### src/rtl/sm3_pkg.sv
// SM3 constants, state encoding and round/message-expansion helper functions.
// Latency: n/a (combinational helpers only).
// Backpressure: n/a. Macro SM3_CF_UNROLL2_EN selects two rounds per cycle (RPC).
package sm3_pkg;

    localparam logic [255:0] SM3_IV = 256'h7380166f_4914b2b9_172442d7_da8a0600_a96f30bc_163138aa_e38dee4d_b0fb0e4e;
    localparam logic [31:0]  T_LO   = 32'h79cc4519;
    localparam logic [31:0]  T_HI   = 32'h7a879d8a;
    localparam int           ROUNDS = 64;

`ifdef SM3_CF_UNROLL2_EN
    localparam int RPC = 2;  // rounds per RUN cycle
`else
    localparam int RPC = 1;
`endif

    typedef enum logic [1:0] {IDLE, RUN, FIN, DONE} state_t;

    // Working registers A..H; A sits in the top word, matching iv/hashValue order.
    typedef struct packed {
        logic [31:0] a, b, c, d, e, f, g, h;
    } regs_t;

    function automatic logic [31:0] rol32(input logic [31:0] x, input logic [4:0] n);
        logic [63:0] t;
        t = {x, x} << n;
        return t[63:32];
    endfunction

    function automatic logic [31:0] P0(input logic [31:0] x);
        return x ^ rol32(x, 5'd9) ^ rol32(x, 5'd17);
    endfunction

    function automatic logic [31:0] P1(input logic [31:0] x);
        return x ^ rol32(x, 5'd15) ^ rol32(x, 5'd23);
    endfunction

    function automatic logic [31:0] FF(input logic [31:0] x, input logic [31:0] y,
                                       input logic [31:0] z, input logic [5:0] j);
        return (j < 6'd16) ? (x ^ y ^ z) : ((x & y) | (x & z) | (y & z));
    endfunction

    function automatic logic [31:0] GG(input logic [31:0] x, input logic [31:0] y,
                                       input logic [31:0] z, input logic [5:0] j);
        return (j < 6'd16) ? (x ^ y ^ z) : ((x & y) | (~x & z));
    endfunction

    // One SM3 round j; w0/w4 are the current window words W[0] and W[4].
    function automatic regs_t sm3_round(input regs_t s, input logic [5:0] j,
                                        input logic [31:0] w0, input logic [31:0] w4);
        logic [31:0] tj, a12, ss1, ss2, tt1, tt2;
        regs_t r;
        tj  = (j < 6'd16) ? T_LO : T_HI;
        a12 = rol32(s.a, 5'd12);
        ss1 = rol32(a12 + s.e + rol32(tj, j[4:0]), 5'd7);
        ss2 = ss1 ^ a12;
        tt1 = FF(s.a, s.b, s.c, j) + s.d + ss2 + (w0 ^ w4);
        tt2 = GG(s.e, s.f, s.g, j) + s.h + ss1 + w0;
        r.a = tt1;
        r.b = s.a;
        r.c = rol32(s.b, 5'd9);
        r.d = s.c;
        r.e = P0(tt2);
        r.f = s.e;
        r.g = rol32(s.f, 5'd19);
        r.h = s.g;
        return r;
    endfunction

endpackage

### src/rtl/sm3_wexp.sv
// SM3 message expansion: 16x32 sliding window, loaded from a block, shifted RPC words per cycle.
// Latency: load/shift take effect on the next rising edge; outputs are registered window words.
// Backpressure: none; the owner gates load/shift. SM3_CF_UNROLL2_EN generates two words per shift.
module sm3_wexp
    import sm3_pkg::*;
(
    input  logic                      clk,
    input  logic                      reset,
    input  logic                      load,
    input  logic                      shift,
    input  logic [511:0]              blk,
    output logic [RPC-1:0][31:0]      w_lo,   // W[k],   k < RPC
    output logic [RPC-1:0][31:0]      w_hi    // W[k+4], k < RPC
);

    logic [15:0][31:0] win;
    logic [15:0][31:0] win_nxt;
    logic [15:0][31:0] win_ld;
    logic [31:0]       w16;
`ifdef SM3_CF_UNROLL2_EN
    logic [31:0]       w17;
`endif

    // Block unpack (W0 is the most significant word) and next-window generation.
    always_comb begin
        for (int i = 0; i < 16; i++) begin
            win_ld[i] = blk[32*(15-i) +: 32];
        end
        w16 = P1(win[0] ^ win[7] ^ rol32(win[13], 5'd15)) ^ rol32(win[3], 5'd7) ^ win[10];
        win_nxt = win;
`ifdef SM3_CF_UNROLL2_EN
        // W17 only needs words already in the window, so both are generated in parallel.
        w17 = P1(win[1] ^ win[8] ^ rol32(win[14], 5'd15)) ^ rol32(win[4], 5'd7) ^ win[11];
        for (int i = 0; i < 14; i++) begin
            win_nxt[i] = win[i+2];
        end
        win_nxt[14] = w16;
        win_nxt[15] = w17;
`else
        for (int i = 0; i < 15; i++) begin
            win_nxt[i] = win[i+1];
        end
        win_nxt[15] = w16;
`endif
        for (int k = 0; k < RPC; k++) begin
            w_lo[k] = win[k];
            w_hi[k] = win[k+4];
        end
    end

    // Window register: load wins over shift.
    always_ff @(posedge clk) begin
        if (reset) begin
            win <= '0;
        end else if (load) begin
            win <= win_ld;
        end else if (shift) begin
            win <= win_nxt;
        end
    end

endmodule

### src/rtl/sm3_cf_iter.sv
// Iterative SM3 compression function: V(i+1) = CF(V(i), B(i)) over a cf_start/cf_end level handshake.
// Latency: cf_end rises 65 edges after the load edge (33 with SM3_CF_UNROLL2_EN, two rounds/cycle).
// Backpressure: result held in DONE while cf_start stays high; cf_start low during RUN/FIN aborts.
module sm3_cf_iter
    import sm3_pkg::*;
(
    input  logic         clk,
    input  logic         reset,
    input  logic         cf_start,
    input  logic [255:0] iv,
    input  logic [511:0] h_in,
    output logic [255:0] hashValue,
    output logic         cf_end
);

    state_t                state;
    state_t                state_nxt;
    regs_t                 regs;
    regs_t                 regs_nxt;
    logic [255:0]          v;
    logic [5:0]            j;
    logic                  load;
    logic                  shift;
    logic                  last;
    logic [RPC-1:0][31:0]  w_lo;
    logic [RPC-1:0][31:0]  w_hi;

    assign load  = (state == IDLE) && cf_start;
    assign shift = (state == RUN);
    assign last  = (j == 6'(ROUNDS - RPC));

    sm3_wexp u_wexp (
        .clk   (clk),
        .reset (reset),
        .load  (load),
        .shift (shift),
        .blk   (h_in),
        .w_lo  (w_lo),
        .w_hi  (w_hi)
    );

    // Next-state logic; a dropped request in RUN or FIN abandons the block.
    always_comb begin
        state_nxt = state;
        case (state)
            IDLE:    if (cf_start) state_nxt = RUN;
            RUN:     if (!cf_start) state_nxt = IDLE;
                     else if (last) state_nxt = FIN;
            FIN:     state_nxt = cf_start ? DONE : IDLE;
            DONE:    if (!cf_start) state_nxt = IDLE;
            default: state_nxt = IDLE;
        endcase
    end

    // State register.
    always_ff @(posedge clk) begin
        if (reset) begin
            state <= IDLE;
        end else begin
            state <= state_nxt;
        end
    end

    // Round datapath: one round, or rounds j and j+1 chained when unrolled.
    always_comb begin
        regs_nxt = sm3_round(regs, j, w_lo[0], w_hi[0]);
`ifdef SM3_CF_UNROLL2_EN
        regs_nxt = sm3_round(regs_nxt, j + 6'd1, w_lo[1], w_hi[1]);
`endif
    end

    // Working registers, chaining value, round counter and result outputs.
    always_ff @(posedge clk) begin
        if (reset) begin
            regs      <= '0;
            v         <= '0;
            j         <= '0;
            hashValue <= '0;
            cf_end    <= 1'b0;
        end else begin
            case (state)
                IDLE: begin
                    if (cf_start) begin
                        regs <= iv;
                        v    <= iv;
                        j    <= '0;
                    end
                end
                RUN: begin
                    regs <= regs_nxt;
                    j    <= j + 6'(RPC);
                end
                FIN: begin
                    if (cf_start) begin
                        hashValue <= regs ^ v;
                        cf_end    <= 1'b1;
                    end
                end
                DONE: begin
                    if (!cf_start) cf_end <= 1'b0;
                end
                default: ;
            endcase
        end
    end

endmodule

### config.mk
export PLATFORM = sky130hd
export DESIGN_NAME = sm3_cf_iter
export DESIGN_NICKNAME = d
export VERILOG_FILES = /design/src/rtl/sm3_pkg.sv /design/src/rtl/sm3_wexp.sv /design/src/rtl/sm3_cf_iter.sv
export SDC_FILE = /design/constraint.sdc
export NUM_CORES = 2
export LEC_CHECK = 0
export CAP_MARGIN = 5
export CORE_MARGIN = 2
export CORE_UTILIZATION = 38
export CTS_CLUSTER_DIAMETER = 50
export DETAILED_ROUTE_END_ITERATION = 10
export PLACE_DENSITY_LB_ADDON = 0.15
export SETUP_SLACK_MARGIN = 0.05
export SYNTH_ARGS = -nofsm -noshare
export SYNTH_HDL_FRONTEND = slang
export SYNTH_HIERARCHICAL = 1
export SYNTH_SLANG_ARGS = --single-unit
### constraint.sdc
create_clock -name clk -period 20.3 [get_ports clk]
set_input_delay 6.09 -clock clk [delete_from_list [all_inputs] [get_ports clk]]
set_output_delay 6.09 -clock clk [all_outputs]
set_load 0.1 [all_outputs]
After elaboration in Yosys (flattened, before gate mapping)

Cells that the tools add are included.

Output and inout bits: 257
Input port bits: 771
Logic and storage cells: 100
Flip-flop bits (word level): 1289

Shifts and indexed selects: 1
$add $sub $neg: 9
Mux-type cells: 18
Eq/ne operators: 8
Bitwise gates (word level): 24
Reductions and logical operators: 10
Order comparisons: 1

Operators by type and width:

| cell                  | count |
|---|---|
| $mux W512             | 2 |
| $pmux W256 S2         | 1 |
| $xor A32 B32 Y32      | 14 |
| $add A32 B32 Y32      | 8 |
| $mux W256             | 1 |
| $xor A256 B256 Y256   | 1 |
| $and A32 B32 Y32      | 5 |
| $or A32 B32 Y32       | 3 |
| $mux W32              | 2 |
| $shl A63 B5 Y64       | 1 |
| $not A32 Y32          | 1 |
| $mux W26              | 1 |
| $pmux W6 S2           | 1 |
| $mux W2               | 5 |
| $pmux W2 S4           | 1 |
| $add A6 B1 Y6 const B | 1 |
| $eq A6 B6 Y1 const B  | 1 |
| $lt A6 B5 Y1 const B  | 1 |
| $mux W6               | 1 |
| $ne A2 B2 Y1 const B  | 3 |
| $reduce_and A2 Y1     | 3 |
| $reduce_and A3 Y1     | 2 |
| $reduce_bool A2 Y1    | 3 |
| $eq A2 B2 Y1 const B  | 2 |
| 6 further kinds       | 7 |

Longest topological paths before layout

Word-level depth: 10
Gate-level depth with buffers: 41
Gate-level depth less buffers: 36

Cells and area by module

Netlist, hierarchy kept.

Modules (own cells, without submodules):

| module      | area each (um2) | times used | cells an instance | seq. area each (um2) |
|---|---|---|---|---|
| sm3_cf_iter | 43007.5         | 1          | 5240              | 15554.9 |
| sm3_wexp    | 25174.1         | 1          | 2986              | 10249.8 |

Worst setup path after synthesis

OpenSTA, ideal clock, no wires.

Path kind: flip-flop to flip-flop
Start point: register j[5]
End point: register regs[247] (netlist name)
Data required time: 20.226 ns
Path buffers: 4
Arrival: 8.970 ns
Stages on the path, launching flop included: 38
Path slack: 11.255 ns
Period minus slack after synthesis: 9.045 ns
Library setup time: 0.074 ns
Path through: dfxtp_1 clkbuf_1 nor2_1 inv_1 clkbuf_1 buf_1 clkbuf_1 ha_1 or2_2 nor2_1 a21oi_1 mux2i_1 mux2i_1 fa_1 inv_1 ha_1 fa_1 a21o_1 [2 not listed] o2111ai_1 a21oi_1 a21oi_1 o21ai_0 nor2b_1 xor3_1 fa_1 inv_1 fa_1 ha_1 o21a_1 o31a_1 o31a_1 o32a_1 a21o_1 a21o_1 or4_1 a31oi_1

Cells in the longest elaborated chain, start to end: 8
Elaborated cells between the ends (all ways): 10
Classes of those cells: 4 x add/sub; 1 x order compare; 1 x shift; 3 x mux; 1 x bitwise

Ends and longest elaborated chain:

| item                              | line                         | RTL |
|---|---|---|
| start: declaration                | sm3_cf_iter.sv:21            | `logic [5:0] j;` |
| start signal: assignment          | sm3_cf_iter.sv:91            | `j <= j + 6'(RPC);` |
| $lt A6 B5 Y1 (*)                  | sm3_pkg.sv:40, sm3_pkg.sv:53 |  |
| $mux W26                          | sm3_pkg.sv:53                | `tj = (j < 6'd16) ? T_LO : T_HI;` |
| $shl A63 B5 Y64                   | sm3_pkg.sv:26                | `t = {x, x} << n;` |
| $add A32 B32 Y32                  | sm3_pkg.sv:55                | `ss1 = rol32(a12 + s.e + rol32(tj, j[4:0]), 5'd7);` |
| $xor A32 B32 Y32                  | sm3_pkg.sv:56                | `ss2 = ss1 ^ a12;` |
| $add A32 B32 Y32 (*) (2 in a row) | sm3_pkg.sv:57                | `tt1 = FF(s.a, s.b, s.c, j) + s.d + ss2 + (w0 ^ w4);` |
| $pmux W256 S2 (*)                 | sm3_cf_iter.sv:81            | `case (state)` |
| end signal: assignment            | sm3_cf_iter.sv:84            | `regs <= iv;` |
| end signal: assignment            | sm3_cf_iter.sv:90            | `regs <= regs_nxt;` |
| end: declaration                  | sm3_cf_iter.sv:18            | `regs_t regs;` |

Every way passes the cells marked *; elsewhere a longest branch is shown, timed or not.
A chain may end at the register's enable or synchronous reset.

Worst setup path after layout

Start point: register j[4]
End point: register regs[121] (netlist name)

Cells in the longest elaborated chain, start to end: 9
Elaborated cells between the ends (all ways): 11
Classes of those cells: 4 x add/sub; 1 x order compare; 1 x shift; 3 x mux; 2 x bitwise

Ends and longest elaborated chain:

| item                              | line                         | RTL |
|---|---|---|
| $lt A6 B5 Y1                      | sm3_pkg.sv:45, sm3_pkg.sv:53 |  |
| $mux W26                          | sm3_pkg.sv:53                |  |
| $shl A63 B5 Y64                   | sm3_pkg.sv:26                |  |
| $add A32 B32 Y32                  | sm3_pkg.sv:55                |  |
| $add A32 B32 Y32 (*) (2 in a row) | sm3_pkg.sv:58                | `tt2 = GG(s.e, s.f, s.g, j) + s.h + ss1 + w0;` |
| $xor A32 B32 Y32                  | sm3_pkg.sv:31                | `return x ^ rol32(x, 5'd9) ^ rol32(x, 5'd17);` |
| $xor A32 B32 Y32 (*)              | sm3_pkg.sv:31                |  |
| $pmux W256 S2 (*)                 | sm3_cf_iter.sv:81            |  |

Marked as above.

==> summary.md <==
| Metric | Value |
|---|---|
| Outcome | `complete, no violations` |
| Synth Area in Compound Gates | `0.152` |
| Mux cell area share after synthesis | `0.0829` |
| DR vias | `61700` |
| Clock sinks | `1289` |
| Most common cell in the netlist | `nor2_1` |
| Post-synthesis adder-cell area fraction | `0.0735` |
| Syn nets | `9284` |
| Hold crit path type | `flip-flop to flip-flop` |
| Number of global-route vias before repair | `56900` |
| Max Clock Freq | `93.8 MHz` |
| Register bit total from synthesis | `1289` |
| GRT Util Overall | `0.329` |
| H-Tree Depth | `4` |
| Max-slew violations | `0` |
| Die height | `428 µm` |
| Post-CTS Setup Bufs | `0` |
| Num CTS Buffers | `163` |
| Grt total ovfl | `0` |
| Buffers on Ports | `1027` |
| Hold path cells | `2` |
| Asr flop ratio synth | `0` |
| Root Driver | `clkbuf_16` |
| Tmin final | `10.67 ns` |
| Nets | `9873` |
| Core area | `178000 µm²` |
| Placed cell area | `79100 µm²` |
| FF-to-FF path depth | `33` |
| Tightest Pin Transition | `1.22 ns` |
| Syn Area/Cell | `8.29 µm²` |
| Later-pin clock latency in the skew report | `0.84 ns` |
| Max-cap violation count | `0` |
| Critical path's most frequent cell | `fa_1` |
| Area delta synth->final | `24.1%` |
| Post-DP HPWL | `239000 µm` |
| Std cell rows | `155` |
| Synth top area cells | `dfxtp_1 38%, nor2_1 8.9%, mux2i_1 8.2%, a21oi_1 6.9%, xnor2_1 6.8%` |
| Commonest cells in the netlist | `1624 x nor2_1, 1289 x dfxtp_1, 943 x a21oi_1, 905 x nand2_1, 557 x mux2i_1` |
| Post-CTS resize count | `0` |
| Top-area cell type share of the netlist area | `0.378` |
| XOR/XNOR Fraction of Synth Area | `0.0898` |
| Number of hold violations in the final report | `0` |
| Pwr Total | `16.3 mW` |
| Critical path class | `flip-flop to flip-flop` |
| Unrepaired setup endpoints after global routing | `false` |
| Seq/Total Area, Yosys | `0.378` |
| Drt wl/cell | `27.6 µm` |
| Worst slack at placement | `9.80 ns` |
| Number of synthesized flops with an enable pin | `0` |
| Cells after Synth | `8226` |
| Setup TNS | `0 ns` |
| DRC marker count from the first detailed-route iteration | `6543` |
| Die X-Extent | `428 µm` |
| Final instance area | `84600 µm²` |
| Period utilisation layout | `0.525` |
| IO Count | `1028` |
| CP max stage cell | `buf_4` |
| Core Util, Final | `0.474` |
| CTS Hold Buffers Added | `0` |
| GP Congestion | `0.967` |
| Initial antenna violation count | `39` |
| Yosys warns | `6` |
| Detail Route Antenna Nets | `0` |
| Worst Path Required | `21.01 ns` |
| Setup-failing EPs final | `0` |
| Crit path DAT | `11.38 ns` |
| Worst slew margin | `0.175` |
| Starting Density | `0.382` |
| Reg clk slew, reported paths | `0.06 ns` |
| Crit path largest cell delay | `0.63 ns` |
| Netlist cell types | `95` |
| Fin Clk Skew | `0.0315 ns` |
| Final worst slack | `9.63 ns` |
| Total wire length | `312000 µm` |
| CP endpoint kind | `flip-flop` |
| Max VDD drop | `274 µV` |
| Synth area leader | `dfxtp_1` |
| Clock Path Buffers | `3` |
| First-pass GRT wire length | `429000 µm` |
| Crit path launch type | `flip-flop` |
| Pwr dens | `193 nW/µm²` |
| Mapped Area | `68200 µm²` |
| Main synth FF type | `dfxtp_1` |
| Simple-Gate Fraction of Synth Area | `0.166` |
| Die Area | `183000 µm²` |
| Layout cell share with drive strength beyond 1 | `0.0470` |
| Leak Pwr | `31.6 nW` |
| Drt first pass iters | `6` |
| Largest family of logic cells by synthesized area | `simple AND/OR/NAND/NOR gates` |
| DRC Markers | `0` |
| CTS tree | `built` |
| Crit-path max FO | `49` |
| Vias per cell | `5.45` |
| Largest net degree at the start of global routing | `274` |
## final timing paths
path / startpoint / slack (ns) / end
min reg2reg: v[136] / 0.47 / v[136]
min: v[136] / 0.47 / v[136]
max: j[4] / 9.63 / regs[121]
max reg2reg: j[4] / 9.63 / regs[121]
## metal layers
metal  track usage  vias up  wire length (µm)
li1              -    28900                 -
met1         0.421    29500            128000
met2         0.543     2642            147000
met3        0.0538      525             21700
met4         0.149       22             15500
met5             0        -               135
## area by class of cell
| class | count | area [µm²] |
|---|---|---|
| Timing Repair Buffer | 1117 | 11100 |
| Inverter | 199 | 762 |
| Tap cell | 2355 | 2950 |
| Sequential cell | 1289 | 25800 |
| Fill cell | 17400 | 93800 |
| Clock buffer | 216 | 4480 |
| Multi-Input combinational cell | 6045 | 38500 |
| Antenna cell | 21 | 52.6 |
| Clock inverter | 77 | 956 |
## worst max-delay path, delay by kind of cell, from the launching register on
family                   cells  cell delay (ns)
XOR/XNOR                     3             0.84
flip-flops                   1             0.31
buffers and inverters        4             1.70
AND/OR/NAND/NOR              5             0.83
multiplexers                 2             0.76
adder cells (fa/ha/maj)      7             3.05
AO/OA/AOI/OAI               12             3.05
## power breakdown
| part | internal (mW) | switching, mW | leakage, nW |
|---|---|---|---|
| sequential | 2.71 | 0.389 | 10.6 |
| clock | 1.73 | 1.23 | 2.67 |
| combinational | 4.18 | 6.09 | 18.4 |
| total | 8.62 | 7.71 | 31.6 |
## flip-flops by register name, summed over array words and instances, names as in the netlist
name	count
v	256
state	2
u_wexp/w_hi	32
u_wexp/w_lo	32
u_wexp/win	448
j	6
hashValue	256
regs	256
cf_end	1
## per-stage QoR
step	cells	hold WS, ns
finish	11300	0.465
global route	11300	0.481
CTS	11300	0.466
detailed placement	11000	0.459
global placement	11000	0.454
floorplan	8226	0.449
## cells in the final DEF (no fill, tap or decap), types with 21 or more instances in the layout
cell type and count:
xnor2_1 532, fa_1 188, xor2_1 59, nand3_1 43
a21oi_1 943, nor4_1 75, a211oi_1 272, dfxtp_1 1289
clkbuf_1 33, a21o_1 35, nand2b_1 22, clkbuf_16 163
a221oi_1 32, ha_1 99, nor2_1 1621, nand2_1 903
nor3_1 36, buf_4 80, nor2b_1 22, clkinv_2 25
clkdlybuf4s50_1 1026, o21ai_0 132, a2111oi_0 22, nor3b_1 36
diode_2 21, o22ai_1 34, a31oi_1 126, mux2i_1 557
inv_1 193
## cell families (layout without fill, tap and decap cells)
logic type	after synthesis	in the layout
and+or+nand+nor	2824	2824
AOI/OAI and AO/OA	1736	1736
DFF	1289	1289
buffers and inverters	892	1609
xor gates and xnor gates	633	633
muxes	564	564
adders and majority gates	288	288
other	0	21
(Power assumes the default switching activity.)
